## src/rtl/sc_config_pkg.sv

```systemverilog
// Shared definitions for the scan-converter config master: bus widths,
// slave register map, FSM state encoding and byteenable helper.
package sc_config_pkg;

   localparam int ADDR_W = 4;
   localparam int DATA_W = 32;
   localparam int BE_W   = 4;

   // Status registers (read-only on the slave side)
   localparam logic [ADDR_W-1:0] FE_STATUS      = 4'd0;
   localparam logic [ADDR_W-1:0] FE_STATUS2     = 4'd1;
   localparam logic [ADDR_W-1:0] LT_STATUS      = 4'd2;
   // Config registers (shadowed by the master)
   localparam logic [ADDR_W-1:0] HV_IN_CONFIG   = 4'd3;
   localparam logic [ADDR_W-1:0] HV_IN_CONFIG2  = 4'd4;
   localparam logic [ADDR_W-1:0] HV_IN_CONFIG3  = 4'd5;
   localparam logic [ADDR_W-1:0] HV_OUT_CONFIG  = 4'd6;
   localparam logic [ADDR_W-1:0] HV_OUT_CONFIG2 = 4'd7;
   localparam logic [ADDR_W-1:0] HV_OUT_CONFIG3 = 4'd8;
   localparam logic [ADDR_W-1:0] XY_OUT_CONFIG  = 4'd9;
   localparam logic [ADDR_W-1:0] XY_OUT_CONFIG2 = 4'd10;
   localparam logic [ADDR_W-1:0] MISC_CONFIG    = 4'd11;
   localparam logic [ADDR_W-1:0] SL_CONFIG      = 4'd12;
   localparam logic [ADDR_W-1:0] SL_CONFIG2     = 4'd13;

   localparam logic [BE_W-1:0] BYTEEN_C     = 4'hF;
   localparam logic [BE_W-1:0] BYTEEN_OFF_C = 4'h0;

   typedef enum logic [1:0] {
      ST_IDLE    = 2'd0,
      ST_WRITE   = 2'd1,
      ST_POLL_RD = 2'd2
   } sc_state_e;

   function automatic logic [BE_W-1:0] sc_byteenable(input logic active);
      return active ? BYTEEN_C : BYTEEN_OFF_C;
   endfunction

endpackage

```

## src/rtl/sc_config_master_if.sv

```systemverilog
// Avalon-MM bus between the config master and the scan-converter register slave.
interface sc_config_master_if;
   import sc_config_pkg::*;

   logic [ADDR_W-1:0] avalon_m_address;
   logic [DATA_W-1:0] avalon_m_writedata;
   logic [BE_W-1:0]   avalon_m_byteenable;
   logic              avalon_m_write;
   logic              avalon_m_read;
   logic              avalon_m_chipselect;
   logic [DATA_W-1:0] avalon_m_readdata;
   logic              avalon_m_waitrequest_n;

   modport master (
      output avalon_m_address,
      output avalon_m_writedata,
      output avalon_m_byteenable,
      output avalon_m_write,
      output avalon_m_read,
      output avalon_m_chipselect,
      input  avalon_m_readdata,
      input  avalon_m_waitrequest_n
   );

   modport slave (
      input  avalon_m_address,
      input  avalon_m_writedata,
      input  avalon_m_byteenable,
      input  avalon_m_write,
      input  avalon_m_read,
      input  avalon_m_chipselect,
      output avalon_m_readdata,
      output avalon_m_waitrequest_n
   );

endinterface

```

## src/rtl/sc_dirty_arbiter.sv

```systemverilog
// Lowest-set-bit priority encoder over the shadow dirty vector.
module sc_dirty_arbiter #(
   parameter int NUM_REGS = 11,
   parameter int IDX_W    = 4
) (
   input  logic [NUM_REGS-1:0] dirty,
   output logic                found,
   output logic [IDX_W-1:0]    idx
);

   logic [IDX_W-1:0] idx_s;

   // Scan from the top down so the lowest set bit is the last one to land.
   always_comb begin
      idx_s = '0;
      for (int i = NUM_REGS - 1; i >= 0; i--) begin
         idx_s = dirty[i] ? IDX_W'(i) : idx_s;
      end
   end

   assign found = |dirty;
   assign idx   = idx_s;

endmodule

```

## src/rtl/sc_config_master.sv

```systemverilog
// Avalon-MM master: flushes dirty shadow config registers to the scan-converter
// slave and periodically polls status registers 0..2 as one atomic burst.
module sc_config_master
   import sc_config_pkg::*;
#(
   parameter int FIRST_CFG_ADDR = 3,
   parameter int NUM_REGS       = 11,
   parameter int POLL_DIV       = 1024
) (
   input  logic              clk_i,
   input  logic              rst_n_i,
   input  logic              shadow_wr_i,
   input  logic [ADDR_W-1:0] shadow_addr_i,
   input  logic [DATA_W-1:0] shadow_data_i,
   output logic              busy_o,
   output logic [DATA_W-1:0] fe_status_o,
   output logic [DATA_W-1:0] fe_status2_o,
   output logic [DATA_W-1:0] lt_status_o,
   output logic              status_valid_o,
   sc_config_master_if.master bus
);

   localparam int IDX_W = (NUM_REGS > 1) ? $clog2(NUM_REGS) : 1;
   localparam int CNT_W = $clog2(POLL_DIV);
   localparam int AX_W  = ADDR_W + 1;

   localparam logic [CNT_W-1:0]  POLL_RELOAD_C = CNT_W'(POLL_DIV - 1);
   localparam logic [AX_W-1:0]   CFG_LO_C      = AX_W'(FIRST_CFG_ADDR);
   localparam logic [AX_W-1:0]   CFG_HI_C      = AX_W'(FIRST_CFG_ADDR + NUM_REGS);
   localparam logic [ADDR_W-1:0] CFG_BASE_C    = ADDR_W'(FIRST_CFG_ADDR);

   sc_state_e state_r, state_s;

   logic [ADDR_W-1:0]   addr_r, addr_s;
   logic [DATA_W-1:0]   wdata_r, wdata_s;
   logic                write_r, write_s;
   logic                read_r, read_s;
   logic                cs_r;
   logic [BE_W-1:0]     be_r;
   logic [IDX_W-1:0]    cur_idx_r, cur_idx_s;
   logic                wr_hit_r, wr_hit_s;

   logic [DATA_W-1:0]   shadow_r [NUM_REGS];
   logic [NUM_REGS-1:0] dirty_r, dirty_s;

   logic [CNT_W-1:0]    cnt_r;
   logic                pend_r;

   logic [DATA_W-1:0]   rd0_r, rd1_r;
   logic [DATA_W-1:0]   fe_r, fe2_r, lt_r;
   logic                valid_r;

   logic [AX_W-1:0]     addr_ext_s;
   logic                shadow_hit_s;
   logic [IDX_W-1:0]    sidx_s;
   logic                arb_found_s;
   logic [IDX_W-1:0]    arb_idx_s;
   logic                clr_dirty_s;
   logic                pend_clr_s;
   logic                cap_s;
   logic                done_s;

   assign addr_ext_s   = {1'b0, shadow_addr_i};
   assign shadow_hit_s = shadow_wr_i && (addr_ext_s >= CFG_LO_C) && (addr_ext_s < CFG_HI_C);
   assign sidx_s       = IDX_W'(addr_ext_s - CFG_LO_C);

   sc_dirty_arbiter #(
      .NUM_REGS (NUM_REGS),
      .IDX_W    (IDX_W)
   ) u_arbiter (
      .dirty (dirty_r),
      .found (arb_found_s),
      .idx   (arb_idx_s)
   );

   // Bus FSM next-state and next-output logic.
   always_comb begin
      state_s     = state_r;
      addr_s      = addr_r;
      wdata_s     = wdata_r;
      write_s     = write_r;
      read_s      = read_r;
      cur_idx_s   = cur_idx_r;
      wr_hit_s    = wr_hit_r;
      clr_dirty_s = 1'b0;
      pend_clr_s  = 1'b0;
      cap_s       = 1'b0;
      done_s      = 1'b0;
      case (state_r)
         ST_IDLE: begin
            if (arb_found_s) begin
               state_s   = ST_WRITE;
               addr_s    = CFG_BASE_C + ADDR_W'(arb_idx_s);
               wdata_s   = shadow_r[arb_idx_s];
               write_s   = 1'b1;
               cur_idx_s = arb_idx_s;
               // A shadow write landing on the launch edge must also keep the bit set.
               wr_hit_s  = shadow_hit_s && (sidx_s == arb_idx_s);
            end else if (pend_r) begin
               state_s = ST_POLL_RD;
               addr_s  = FE_STATUS;
               read_s  = 1'b1;
            end else begin
               state_s = ST_IDLE;
            end
         end
         ST_WRITE: begin
            if (bus.avalon_m_waitrequest_n) begin
               state_s     = ST_IDLE;
               addr_s      = 4'd0;
               wdata_s     = 32'd0;
               write_s     = 1'b0;
               clr_dirty_s = !(wr_hit_r || (shadow_hit_s && (sidx_s == cur_idx_r)));
            end else begin
               wr_hit_s = wr_hit_r || (shadow_hit_s && (sidx_s == cur_idx_r));
            end
         end
         ST_POLL_RD: begin
            if (bus.avalon_m_waitrequest_n) begin
               cap_s = 1'b1;
               if (addr_r == LT_STATUS) begin
                  state_s    = ST_IDLE;
                  addr_s     = 4'd0;
                  read_s     = 1'b0;
                  done_s     = 1'b1;
                  pend_clr_s = 1'b1;
               end else begin
                  addr_s = addr_r + 4'd1;
               end
            end else begin
               state_s = ST_POLL_RD;
            end
         end
         default: begin
            state_s = ST_IDLE;
            addr_s  = 4'd0;
            wdata_s = 32'd0;
            write_s = 1'b0;
            read_s  = 1'b0;
         end
      endcase
   end

   // Bus FSM state and registered bus outputs.
   always_ff @(posedge clk_i or negedge rst_n_i) begin
      if (!rst_n_i) begin
         state_r   <= ST_IDLE;
         addr_r    <= 4'd0;
         wdata_r   <= 32'd0;
         write_r   <= 1'b0;
         read_r    <= 1'b0;
         cs_r      <= 1'b0;
         be_r      <= BYTEEN_OFF_C;
         cur_idx_r <= '0;
         wr_hit_r  <= 1'b0;
      end else begin
         state_r   <= state_s;
         addr_r    <= addr_s;
         wdata_r   <= wdata_s;
         write_r   <= write_s;
         read_r    <= read_s;
         cs_r      <= write_s | read_s;
         be_r      <= sc_byteenable(write_s | read_s);
         cur_idx_r <= cur_idx_s;
         wr_hit_r  <= wr_hit_s;
      end
   end

   // Dirty vector: set wins over the completion clear of the same index.
   always_comb begin
      dirty_s = dirty_r;
      if (clr_dirty_s) begin
         dirty_s[cur_idx_r] = 1'b0;
      end else begin
         dirty_s = dirty_s;
      end
      if (shadow_hit_s) begin
         dirty_s[sidx_s] = 1'b1;
      end else begin
         dirty_s = dirty_s;
      end
   end

   // Shadow register file and dirty bits.
   always_ff @(posedge clk_i or negedge rst_n_i) begin
      if (!rst_n_i) begin
         for (int i = 0; i < NUM_REGS; i++) begin
            shadow_r[i] <= 32'd0;
         end
         dirty_r <= '0;
      end else begin
         if (shadow_hit_s) begin
            shadow_r[sidx_s] <= shadow_data_i;
         end
         dirty_r <= dirty_s;
      end
   end

   // Free-running poll timer; an expiry while a poll is pending is dropped.
   always_ff @(posedge clk_i or negedge rst_n_i) begin
      if (!rst_n_i) begin
         cnt_r  <= POLL_RELOAD_C;
         pend_r <= 1'b0;
      end else begin
         cnt_r <= (cnt_r == '0) ? POLL_RELOAD_C : (cnt_r - CNT_W'(1));
         if (pend_clr_s) begin
            pend_r <= 1'b0;
         end else if (cnt_r == '0) begin
            pend_r <= 1'b1;
         end
      end
   end

   // Status capture: addresses 0/1 are held until address 2 lands, then all publish together.
   always_ff @(posedge clk_i or negedge rst_n_i) begin
      if (!rst_n_i) begin
         rd0_r   <= 32'd0;
         rd1_r   <= 32'd0;
         fe_r    <= 32'd0;
         fe2_r   <= 32'd0;
         lt_r    <= 32'd0;
         valid_r <= 1'b0;
      end else begin
         if (cap_s && (addr_r == FE_STATUS)) begin
            rd0_r <= bus.avalon_m_readdata;
         end
         if (cap_s && (addr_r == FE_STATUS2)) begin
            rd1_r <= bus.avalon_m_readdata;
         end
         if (done_s) begin
            fe_r  <= rd0_r;
            fe2_r <= rd1_r;
            lt_r  <= bus.avalon_m_readdata;
         end
         valid_r <= done_s;
      end
   end

   assign bus.avalon_m_address    = addr_r;
   assign bus.avalon_m_writedata  = wdata_r;
   assign bus.avalon_m_byteenable = be_r;
   assign bus.avalon_m_write      = write_r;
   assign bus.avalon_m_read       = read_r;
   assign bus.avalon_m_chipselect = cs_r;

   assign busy_o         = (|dirty_r) || (state_r != ST_IDLE);
   assign fe_status_o    = fe_r;
   assign fe_status2_o   = fe2_r;
   assign lt_status_o    = lt_r;
   assign status_valid_o = valid_r;

endmodule
```

## src/flat_wrapper.sv

```systemverilog
// flat-port wrapper written by rule: the top's interface ports become plain ports
module sc_config_master_flat import sc_config_pkg::*;
#(
   parameter int FIRST_CFG_ADDR = 3,
   parameter int NUM_REGS       = 11,
   parameter int POLL_DIV       = 1024
)
  (clk_i, rst_n_i, shadow_wr_i, shadow_addr_i, shadow_data_i, busy_o, fe_status_o, fe_status2_o, lt_status_o, status_valid_o, bus_avalon_m_address, bus_avalon_m_writedata, bus_avalon_m_byteenable, bus_avalon_m_write, bus_avalon_m_read, bus_avalon_m_chipselect, bus_avalon_m_readdata, bus_avalon_m_waitrequest_n);
  sc_config_master_if bus_i ();
  input  logic clk_i;
  input  logic rst_n_i;
  input  logic shadow_wr_i;
  input  logic [ADDR_W-1:0] shadow_addr_i;
  input  logic [DATA_W-1:0] shadow_data_i;
  output logic busy_o;
  output logic [DATA_W-1:0] fe_status_o;
  output logic [DATA_W-1:0] fe_status2_o;
  output logic [DATA_W-1:0] lt_status_o;
  output logic status_valid_o;
  output wire logic [$bits(bus_i.avalon_m_address)-1:0] bus_avalon_m_address;
  output wire logic [$bits(bus_i.avalon_m_writedata)-1:0] bus_avalon_m_writedata;
  output wire logic [$bits(bus_i.avalon_m_byteenable)-1:0] bus_avalon_m_byteenable;
  output wire logic [$bits(bus_i.avalon_m_write)-1:0] bus_avalon_m_write;
  output wire logic [$bits(bus_i.avalon_m_read)-1:0] bus_avalon_m_read;
  output wire logic [$bits(bus_i.avalon_m_chipselect)-1:0] bus_avalon_m_chipselect;
  input wire logic [$bits(bus_i.avalon_m_readdata)-1:0] bus_avalon_m_readdata;
  input wire logic [$bits(bus_i.avalon_m_waitrequest_n)-1:0] bus_avalon_m_waitrequest_n;
  assign bus_avalon_m_address = bus_i.avalon_m_address;
  assign bus_avalon_m_writedata = bus_i.avalon_m_writedata;
  assign bus_avalon_m_byteenable = bus_i.avalon_m_byteenable;
  assign bus_avalon_m_write = bus_i.avalon_m_write;
  assign bus_avalon_m_read = bus_i.avalon_m_read;
  assign bus_avalon_m_chipselect = bus_i.avalon_m_chipselect;
  assign bus_i.avalon_m_readdata = bus_avalon_m_readdata;
  assign bus_i.avalon_m_waitrequest_n = bus_avalon_m_waitrequest_n;
  sc_config_master #(.FIRST_CFG_ADDR(FIRST_CFG_ADDR), .NUM_REGS(NUM_REGS), .POLL_DIV(POLL_DIV)) u_core (.clk_i(clk_i), .rst_n_i(rst_n_i), .shadow_wr_i(shadow_wr_i), .shadow_addr_i(shadow_addr_i), .shadow_data_i(shadow_data_i), .busy_o(busy_o), .fe_status_o(fe_status_o), .fe_status2_o(fe_status2_o), .lt_status_o(lt_status_o), .status_valid_o(status_valid_o), .bus(bus_i));
endmodule
```

## config.mk

```make
export PLATFORM = sky130hd
export DESIGN_NAME = sc_config_master_flat
export DESIGN_NICKNAME = d
export VERILOG_FILES = /design/src/rtl/sc_config_pkg.sv /design/src/rtl/sc_config_master_if.sv /design/src/rtl/sc_dirty_arbiter.sv /design/src/rtl/sc_config_master.sv /design/src/flat_wrapper.sv
export SDC_FILE = /design/constraint.sdc
export NUM_CORES = 1
export LEC_CHECK = 0
export ABC_AREA = 1
export CAP_MARGIN = 20
export CORE_MARGIN = 2
export CORE_UTILIZATION = 58
export CTS_CLUSTER_SIZE = 28
export DETAILED_ROUTE_END_ITERATION = 10
export PLACE_DENSITY = 0.78
export SLEW_MARGIN = 20
export SYNTH_ARGS = -nofsm -noshare
export SYNTH_HDL_FRONTEND = slang
export SYNTH_SLANG_ARGS = --single-unit
```

## constraint.sdc

```tcl
create_clock -name clk_i -period 2.29 [get_ports clk_i]
set_input_delay 0.458 -clock clk_i [delete_from_list [all_inputs] [get_ports clk_i]]
set_output_delay 0.458 -clock clk_i [all_outputs]
set_load 0.02 [all_outputs]
```

=== Word-level counts from Yosys, hierarchy flattened ===
Index checks and enable logic that the tools add are counted.
W data, S select, Z words.

* Output and inout bits: 141
* Logic and storage cells: 145
* Input port bits: 72
* Bits in registers: 585

* Mux-type cells: 60
* $lt $le $gt $ge: 9
* Equality and inequality tests: 12
* Add/subtract/negate cells: 4
* Reductions and logical operators: 24
* Bitwise operators: 7

{| class="wikitable"
|+ Operator list
! cell !! count
|-
| $bwmux W352 || 1
|-
| $mux W32 || 5
|-
| $bmux W32 S4 || 1
|-
| $demux W32 S4 || 1
|-
| $pmux W32 S3 || 1
|-
| $mux W4 || 17
|-
| $mux W11 || 2
|-
| $mux W1 || 19
|-
| $pmux W4 S3 || 1
|-
| $and A11 B11 Y11 || 1
|-
| $not A11 Y11 || 1
|-
| $or A11 B11 Y11 || 1
|-
| $reduce_or A11 Y1 || 1
|-
| $ge A5 B5 Y1 const B || 2
|-
| $logic_not A10 Y1 || 1
|-
| $lt A4 B5 Y1 const B || 2
|-
| $mux W10 || 1
|-
| $mux W2 || 5
|-
| $not A4 Y5 || 2
|-
| $sub A10 B1 Y10 const B || 1
|-
| $logic_and A1 B1 Y1 || 9
|-
| $reduce_and A3 Y1 || 3
|-
| $demux W1 S4 || 2
|-
| $eq A4 B4 Y1 || 2
|-
| 26 further kinds || 34
|}

=== Logic depth before layout (Yosys ltp) ===
Gate-level depths: netlist of the first run.

* Word-level depth: 17
* Mapped depth: 20
* Mapped depth without buffers: 18

=== Hierarchy ===
From an unflattened synthesis of the first run, not the netlist that was laid out.

* Cells, all modules: 2961
* Area, all modules: 25665.9 um^2

{| class="wikitable"
|+ Modules (own cells, without submodules)
! module !! sequential area each (um^2) !! cells an instance !! area an instance (um^2) !! instances
|-
| sc_config_master || 14551.5 || 2930 || 25517.0 || 1
|-
| sc_dirty_arbiter || 0.0 || 31 || 148.9 || 1
|}

=== Worst setup path after synthesis of the first run ===
OpenSTA, ideal clock, no wires.

* Kind: register -> register
* Start: register u_core.dirty_r[8]
* End: register u_core.addr_r[2], in the netlist u_core.bus.avalon_m_address[2]
* Stages on the path, launching flop included: 18
* Data arrival time: 1.754 ns
* Required time: 2.207 ns
* Path buffers: 2
* Library setup time: 0.083 ns
* Slack: 0.453 ns
* Clock period less this slack: 1.837 ns
* Cell sequence: dfrtp_1 -> inv_1 -> nand2_1 -> nand2_1 -> nand2_1 -> nand2_1 -> nand2_1 -> nand2_1 -> nand2_1 -> nand2_2 -> nand2_2 -> buf_6 -> buf_2 -> ha_1 -> xor2_1 -> o32ai_1 -> nand2_1 -> o21ai_0

* Cells in the longest elaborated chain, start to end: 12
* Elaborated cells between the ends (all ways): 15
* Classes of those cells: 1 x add/sub; 1 x eq/ne; 11 x mux; 2 x reduce/logical

{| class="wikitable"
|+ RTL lines
! what !! RTL line !! text
|-
| start: declaration || sc_config_master.sv:44 || <nowiki>logic [NUM_REGS-1:0] dirty_r, dirty_s;</nowiki>
|-
| start signal: assignment || sc_config_master.sv:195 || <nowiki>dirty_r <= dirty_s;</nowiki>
|-
| $mux W4 (9 in series) || sc_dirty_arbiter.sv:17 || <nowiki>idx_s = dirty[i] ? IDX_W'(i) : idx_s;</nowiki>
|-
| $add A2 B4 Y4 || sc_config_master.sv:93 || <nowiki>addr_s = CFG_BASE_C + ADDR_W'(arb_idx_s);</nowiki>
|-
| $mux W4 || sc_config_master.sv:91 || <nowiki>if (arb_found_s) begin</nowiki>
|-
| $pmux W4 S3 || sc_config_master.sv:89 || <nowiki>case (state_r)</nowiki>
|-
| end signal: assignment || sc_config_master.sv:158 || <nowiki>addr_r <= addr_s;</nowiki>
|-
| end: declaration || sc_config_master.sv:34 || <nowiki>logic [ADDR_W-1:0] addr_r, addr_s;</nowiki>
|}

Several ways; a longest one is shown, not always the timed one.
A chain may end at the register's enable or synchronous reset.

=== Worst setup path in the final report of the first run ===
* Start: register u_core.dirty_r[7]
* End: output port busy_o

* Cells in the longest elaborated chain, start to end: 2

{| class="wikitable"
|+ RTL lines
! what !! RTL line !! text
|-
| $reduce_or A11 Y1 || sc_config_master.sv:246 || <nowiki>assign busy_o = (|dirty_r) || (state_r != ST_IDLE);</nowiki>
|-
| $logic_or A1 B1 Y1 || sc_config_master.sv:246 ||
|-
| end: declaration || flat_wrapper.sv:15 || <nowiki>output logic busy_o;</nowiki>
|}

Every way passes these cells.

==> results of run 1 <==
==> report_power, final <==
part	switching [uW]	internal (uW)
clock	4060	5770
combinational	10700	6830
sequential	1830	13500
total	16500	26100
==> per-layer routing <==
| layer | up-vias | share of wire [%] | GRT usage, % |
|---|---|---|---|
| met5 | - | 0 | 0 |
| met4 | 0 | 2.8 | 9.55 |
| met3 | 161 | 10 | 8.07 |
| met2 | 1089 | 47 | 51.2 |
| met1 | 10708 | 40 | 40.9 |
| li1 | 10069 | - | - |
==> cell type report <==
class | instances | area share, %
Multi-Input combinational cell | 2031 | 29.9
Clock buffer | 86 | 5.56
Tap cell | 585 | 2.35
Sequential cell | 581 | 46.8
Timing Repair Buffer | 339 | 12.3
Clock inverter | 19 | 0.817
Inverter | 185 | 2.26
==> kinds of logic after synthesis <==
kind of cell             after synthesis  share of synthesized area, %
AO/OA/AOI/OAI                        561                          11.4
flip-flops                           581                          57.2
XOR/XNOR                              12                         0.516
adder cells (fa/ha/maj)                7                         0.344
buffers and inverters                413                          6.90
AND/OR/NAND/NOR                     1451                          23.7
==> Yosys cell counts, types with 2 or more instances <==
cell type | number | area (um^2)
inv_1 | 172 | 646
clkbuf_1 | 117 | 439
ha_1 | 7 | 87.6
nor3_1 | 9 | 45.0
nand2_1 | 1033 | 3880
buf_1 | 3 | 11.3
nor2_4 | 3 | 33.8
buf_2 | 85 | 425
xor2_1 | 6 | 52.6
o32ai_1 | 2 | 17.5
buf_4 | 20 | 150
o211ai_1 | 25 | 188
dfstp_2 | 10 | 263
dfrtp_1 | 571 | 14300
buf_6 | 3 | 33.8
nor2_1 | 44 | 165
nand3_1 | 320 | 1600
inv_2 | 11 | 41.3
or2_2 | 24 | 150
nor2_2 | 5 | 31.3
nand4_1 | 2 | 12.5
clkinv_1 | 2 | 7.51
o21ai_1 | 52 | 260
a21oi_1 | 13 | 65.1
nand3_2 | 2 | 20.0
nand2_2 | 3 | 18.8
xnor2_1 | 4 | 35.0
o21ai_0 | 465 | 2330
==> worst paths after layout <==
check	depth (start not counted)	slack [ns]	end
setup reg to reg	17	0.005	u_core.bus.avalon_m_writedata[16]$_DFFE_PN0P_
hold reg to reg	2	0.47	u_core.fe_status2_o[1]$_DFFE_PN0P_
max in group asynchronous	3	1.14	u_core.shadow_r[75]$_DFFE_PN0P_
hold / removal	2	0.40	u_core.shadow_r[142]$_DFFE_PN0P_
setup / recovery	7	0.005	busy_o
min in group clk_i	3	0.43	u_core.rd0_r[14]$_DFFE_PN0P_
==> critical path, delay by kind of cell (launching register included) <==
family / cells / cell delay, ns
AND/OR/NAND/NOR: 5 / 0.63
buffers and inverters: 2 / 0.17
flip-flops: 1 / 0.40
==> per-stage QoR <==
stage          setup TNS [ns]  cell area (um^2)
2_1_floorplan               0             25400
3_3_place_gp           -40.68             28500
3_5_place_dp           -62.36             28500
4_1_cts                     0             30600
5_1_grt                 -1.60             31100
6_report                    0             31100
==> sequential cells by signal, summed over array words and instances (netlist names) <==
name	count
u_core.bus.avalon_m_address	4
u_core.bus.avalon_m_byteenable	1
u_core.bus.avalon_m_read	1
u_core.bus.avalon_m_write	1
u_core.bus.avalon_m_writedata	32
u_core.cnt_r	10
u_core.cur_idx_r	4
u_core.dirty_r	11
u_core.fe_status2_o	32
u_core.fe_status_o	32
u_core.lt_status_o	32
u_core.pend_r	1
u_core.rd0_r	32
u_core.rd1_r	32
u_core.shadow_r	352
u_core.state_r	2
u_core.status_valid_o	1
u_core.wr_hit_r	1
==> repair_timing <==
action / 4_1_cts / 5_1_grt
hold endpoints to repair: 26 / 0
pin swaps: 4 / 15
cloned: 0 / 11
gates resized for setup: 14 / 40
hold buffers: 1 / 0
setup buffers: 16 / 10
setup endpoints to repair: 1 / 39
==> results.rst, run 1 <==
.. list-table::
   :header-rows: 1

   * - Metric
     - Value
   * - Status
     - finished clean
   * - Total number of clock tree sinks
     - 581
   * - Max Freq
     - 0.438 GHz
   * - First-pass DRT Iterations
     - 6
   * - Area taken by flip-flops and latches
     - 0.0146 mm^2
   * - Total congestion overflow
     - 0
   * - ANT cells
     - 0
   * - Placed instance count
     - 3683
   * - Htree depth
     - 2
   * - Hold violation count in the final report
     - 0
   * - Antenna violations before repair
     - 1
   * - Number of flops mapped to enable cells by yosys
     - 0
   * - Total GRT Usage
     - 31.1%
   * - Actual slew at the worst max-slew pin
     - 0.551 ns
   * - Setup violations, final
     - 0
   * - Placer's final routability congestion estimate
     - 0.847
   * - Number of nets in the final layout
     - 3275
   * - Min Hold Slack
     - 0.395 ns
   * - WL final
     - 71200 um
   * - Worst endpoint data arrival time
     - 1.83 ns
   * - Post-route clock period utilization
     - 99.8%
   * - Total vias in the final route
     - 22.0k
   * - Count of buffers from port buffering
     - 212
   * - Unrepaired setup endpoints after global routing
     - true
   * - Worst EP required
     - 1.83 ns
   * - Lkg Pwr
     - 0.0152 uW
   * - Detailed-placement wirelength estimate
     - 41900 um
   * - Critical Path Start Type
     - flip-flop
   * - Clock transition at path regs
     - 0.06 ns
   * - Final critical path time including I/O delays and setup
     - 2.28 ns
   * - Beginning of the worst register-to-register path
     - u_core.dirty_r[8]$_DFF_PN0_
   * - Synthesized flop and latch total
     - 581
   * - Cell row count
     - 76
   * - Synthesized net count
     - 3104
   * - Number of ports placed on the die boundary
     - 213
   * - Effective utilization at floorplan
     - 58.9%
   * - Floorplan core area
     - 0.0432 mm^2
   * - Average cell area after synthesis
     - 8.41 um^2
   * - Power density over the cells
     - 1370 mW/mm^2
   * - # fillers
     - 3162
   * - Setup crit start
     - u_core.dirty_r[7]$_DFF_PN0_
   * - Max Cap Violations
     - 0
   * - CTS tree
     - built
   * - Number of different library cells in the post-synthesis netlist
     - 40
   * - Insertion delay of the later-clocked pin in the worst-skew pair
     - 0.63 ns
   * - Critical path's most frequent cell
     - nor2_4
   * - Layout Area Growth over Synthesis
     - 22.2%
   * - Final core utilization
     - 72.0%
   * - Largest net degree at the start of global routing
     - 104
   * - Detailed router's first-iteration violation count
     - 2616
   * - Worst-case clock skew
     - 0.0284 ns
   * - Setup ws final
     - 0.00516 ns
   * - Die Footprint
     - 0.0456 mm^2
   * - Fraction of final layout cells with drive strength greater than 1
     - 9.84%
   * - Die Ht
     - 213 um
   * - Worst setup slack after placement
     - -0.294 ns
   * - Power consumption
     - 42600 uW
   * - Final max-slew violation count
     - 0
   * - Average routed wire per standard cell
     - 18.6 um
   * - CTS Root Buffer Type
     - clkbuf_16
   * - Number of global-route vias before repair
     - 21.9k
   * - Clock Tree Buf Depth
     - 3
   * - Critical Path Max Stage Delay
     - 0.40 ns
   * - Peak supply drop
     - 922 uV
   * - Mapped Cells
     - 3025
   * - Global-route wire length before repair
     - 113000 um
   * - Most common cell after layout, fill and taps aside
     - nand2_1
   * - Vias per Instance
     - 5.76
   * - Class of the tightest hold or removal check
     - in2async
   * - Share of the yosys chip area belonging to registers
     - 57.2%
   * - Max-slew headroom
     - 63.0%
   * - Filler-free cell count of the finished design
     - 3826
   * - Fraction of registers with async set or reset after synthesis
     - 100%
   * - Post-route ant nets
     - 0
   * - Crit path max fanout
     - 2
   * - DRC violation count after routing
     - 0
   * - Category of the worst setup path capture point
     - output pin
   * - Synthesis warning total
     - 0
   * - Post-synth design cell area
     - 0.0254 mm^2
   * - Most instantiated flip-flop cell in the synthesis netlist
     - dfrtp_1
   * - TritonCTS Buffers
     - 58
   * - Chain of cells forming the critical path
     - nor2_2, nand3_2, nor2_4, nand2_2, nor2_4, inv_2, buf_6
   * - Worst path slowest cell
     - dfrtp_1
   * - Most frequent cells in the layout
     - nand2_1 (1012), dfrtp_1 (571), o21ai_0 (463), nand3_1 (315), clkdlybuf4s50_1 (208)
   * - Horizontal die dimension
     - 213 um
   * - Critical Setup Path Class
     - reg2out
   * - Combined area of the multi-input logic cells
     - 0.00929 mm^2
Power figures use the tool's default switching activity.
==> inputs of run 2 (changes only) <==
- CORE_ASPECT_RATIO: not set -> 0.8
- CORE_UTILIZATION: 58 -> 53
- PLACE_DENSITY: 0.78 -> 0.75
- clock period: 2.29 -> 2.1 ns (I/O delays scaled with it)
==> run 2 against run 1 <==
Net effect:
- the run now ends with setup timing left
- clock skew down 0.0032 ns
- register-to-register slack got worse by 0.13 ns
- wire length up 12%
- critical path depth unchanged
- die area is 9.3% higher
- sequential share of layout area down 1.8 points
- clock-buffer cell count shrank 2
- core utilization down 3.5 points
- sequential power rose by 9.8%
- worst hold slack lost 0.11 ns
- clock power grew 13%
- largest power group unchanged
==> results.rst, run 2 (same netlist as run 1, synthesis figures left out) <==
.. list-table::
   :header-rows: 1

   * - Metric
     - Value
   * - Crit path max fanout
     - 3
   * - Hold violation count in the final report
     - 0
   * - Detailed-placement wirelength estimate
     - 44200 um
   * - Htree depth
     - 2
   * - Area taken by flip-flops and latches
     - 0.0146 mm^2
   * - Total GRT Usage
     - 31.6%
   * - Antenna violations before repair
     - 0
   * - Final critical path time including I/O delays and setup
     - 2.26 ns
   * - Design internal power
     - 30800 uW
   * - Floorplan core area
     - 0.0472 mm^2
   * - Post-route ant nets
     - 0
   * - Min Hold Slack
     - 0.285 ns
   * - TritonCTS Buffers
     - 57
   * - Total number of clock tree sinks
     - 581
   * - Power density over the cells
     - 1580 mW/mm^2
   * - R2r setup slk
     - -0.12 ns
   * - Detailed router's first-iteration violation count
     - 2727
   * - Clock transition at path regs
     - 0.06 ns
   * - Max Freq
     - 0.443 GHz
   * - Number of ports placed on the die boundary
     - 213
   * - Horizontal die dimension
     - 249 um
   * - # fillers
     - 3451
   * - Worst EP required
     - 1.68 ns
   * - Total congestion overflow
     - 0
   * - Setup ws final
     - -0.158 ns
   * - Die Ht
     - 200 um
   * - Final max-slew violation count
     - 0
   * - Most frequent cells in the layout
     - nand2_1 (974), dfrtp_1 (571), o21ai_0 (463), nand3_1 (277), clkdlybuf4s50_1 (179)
   * - Combined area of the multi-input logic cells
     - 0.00977 mm^2
   * - Insertion delay of the later-clocked pin in the worst-skew pair
     - 0.64 ns
   * - Final TNS setup
     - -1.24 ns
   * - Max Cap Violations
     - 0
   * - Vias per Instance
     - 5.83
   * - Lkg Pwr
     - 0.0159 uW
   * - Setup violations, final
     - 24
   * - Failing checks
     - setup timing
   * - Cell row count
     - 71
   * - Power share of the sequential group
     - 33.0%
   * - Layout Area Growth over Synthesis
     - 27.1%
   * - Proportion of power drawn by combinational gates
     - 45.3%
   * - Worst-case clock skew
     - 0.0253 ns
   * - DRC violation count after routing
     - 0
   * - Status
     - complete, but fails checks
   * - Largest net degree at the start of global routing
     - 96
   * - Flip-flop count of the largest register, all copies and words added
     - 352
   * - Global-route wire length before repair
     - 124000 um
   * - Max-slew headroom
     - 64.3%
   * - Most common cell after layout, fill and taps aside
     - nand2_1
   * - Worst endpoint data arrival time
     - 1.84 ns
   * - Count of buffers from port buffering
     - 212
   * - ANT cells
     - 0
   * - Clk network pwr share
     - 21.7%
   * - Number of nets in the final layout
     - 3303
   * - Clock Tree Buf Depth
     - 3
   * - Effective utilization at floorplan
     - 53.9%
   * - Total vias in the final route
     - 22.7k
   * - Switching power
     - 20200 uW
   * - Class of the tightest hold or removal check
     - in2async
   * - Register containing the most flip-flops in the final layout
     - u_core.shadow_r
   * - Die Footprint
     - 0.0498 mm^2
   * - Critical Path Start Type
     - flip-flop
   * - CTS tree
     - built
   * - WL final
     - 79400 um
   * - CTS Root Buffer Type
     - clkbuf_16
   * - Fraction of final layout cells with drive strength greater than 1
     - 13.2%
   * - First-pass DRT Iterations
     - 10
   * - Unrepaired setup endpoints after global routing
     - true
   * - Cell count of the worst reg-to-reg path
     - 21
   * - Actual slew at the worst max-slew pin
     - 0.536 ns
   * - Peak supply drop
     - 1060 uV
   * - Critical Setup Path Class
     - reg2out
   * - Average routed wire per standard cell
     - 20.4 um
   * - Number of global-route vias before repair
     - 23.0k
   * - Category of the worst setup path capture point
     - output pin
   * - Switching portion of total power
     - 39.6%
   * - Post-route clock period utilization
     - 108%
   * - Placer's final routability congestion estimate
     - 0.848
-- run 2: cell types whose count changed in the layout (fill, tap and decap cells not counted), moves of 7 or more --
cell	previous run	this run
nand2_2	21	49
or2_4	1	11
buf_12	40	47
buf_16	4	22
nand3_2	6	45
nand2_4	2	11
nand2_1	1012	974
clkdlybuf4s50_1	208	179
dlygate4sd2_1	0	16
nand3_1	315	277
dlymetal6s2s_1	2	15
or2_2	23	13
-- run 2: repair_timing --
item                                   CTS  global route
gates cloned                            24             6
resized for setup                      121           112
setup endpoints to repair               48            63
hold buffers                             1             0
endpoints found under the hold margin   24             0
setup buffers                           21             8
pin swaps                               68            73
-- run 2: final timing paths --
check	start	endpoint
setup reg to reg	u_core.dirty_r[8]$_DFF_PN0_	u_core.bus.avalon_m_writedata[31]$_DFFE_PN0P_
hold reg to reg	u_core.rd1_r[15]$_DFFE_PN0P_	u_core.fe_status2_o[15]$_DFFE_PN0P_
setup / recovery	u_core.dirty_r[7]$_DFF_PN0_	busy_o
hold / removal	rst_n_i	u_core.shadow_r[36]$_DFFE_PN0P_
min in group clk_i	bus_avalon_m_readdata[31]	u_core.rd0_r[31]$_DFFE_PN0P_
max in group asynchronous	rst_n_i	u_core.cnt_r[6]$_DFF_PN1_
-- run 2: area by class of cell --
| cell class | instances | area share [%] |
|---|---|---|
| clock buffers | 84 | 5.16 |
| clock inverters | 23 | 1.12 |
| inverters | 185 | 2.19 |
| multi-input cells | 2034 | 30.2 |
| flip-flops and latches | 581 | 45.0 |
| well taps | 620 | 2.40 |
| repair buffers | 365 | 13.9 |
-- run 2: layer usage --
layer	track usage, %	share of wire [%]
met2	51.9	47
met1	40.5	39
met5	0	0
met4	16.0	4.7
met3	6.31	9.4
-- run 2: metrics by stage --
step	power [uW]	setup slack [ns]	cells	cell area, um^2	utilization, %
2_1_floorplan	27300	0.263	3025	25400	-
4_1_cts	49200	-0.152	3882	31900	67.5
3_5_place_dp	33800	-0.494	3730	28600	60.7
3_3_place_gp	33200	-0.463	3730	28600	60.7
5_1_grt	53700	-0.247	3892	32300	68.6
6_report	51000	-0.158	3892	32300	68.6
-- run 2: critical path, cell delays in order (launching register included) --
cell and delay, ns:
dfrtp_1 0.43, nor2_2 0.18, nand3_2 0.12, nor2_4 0.12, nand2_2 0.09, nor2_4 0.10, inv_2 0.05, buf_6 0.12
-- run 2: power groups by stage --
stage                     clock network, uW  logic (uW)  registers (uW)
after floorplan                           0       10100           17200
after global placement                    0       16600           16600
after detailed placement                  0       17000           16700
after CTS                             11200       21400           16700
after global routing                  11700       24900           17200
final                                 11100       23100           16800
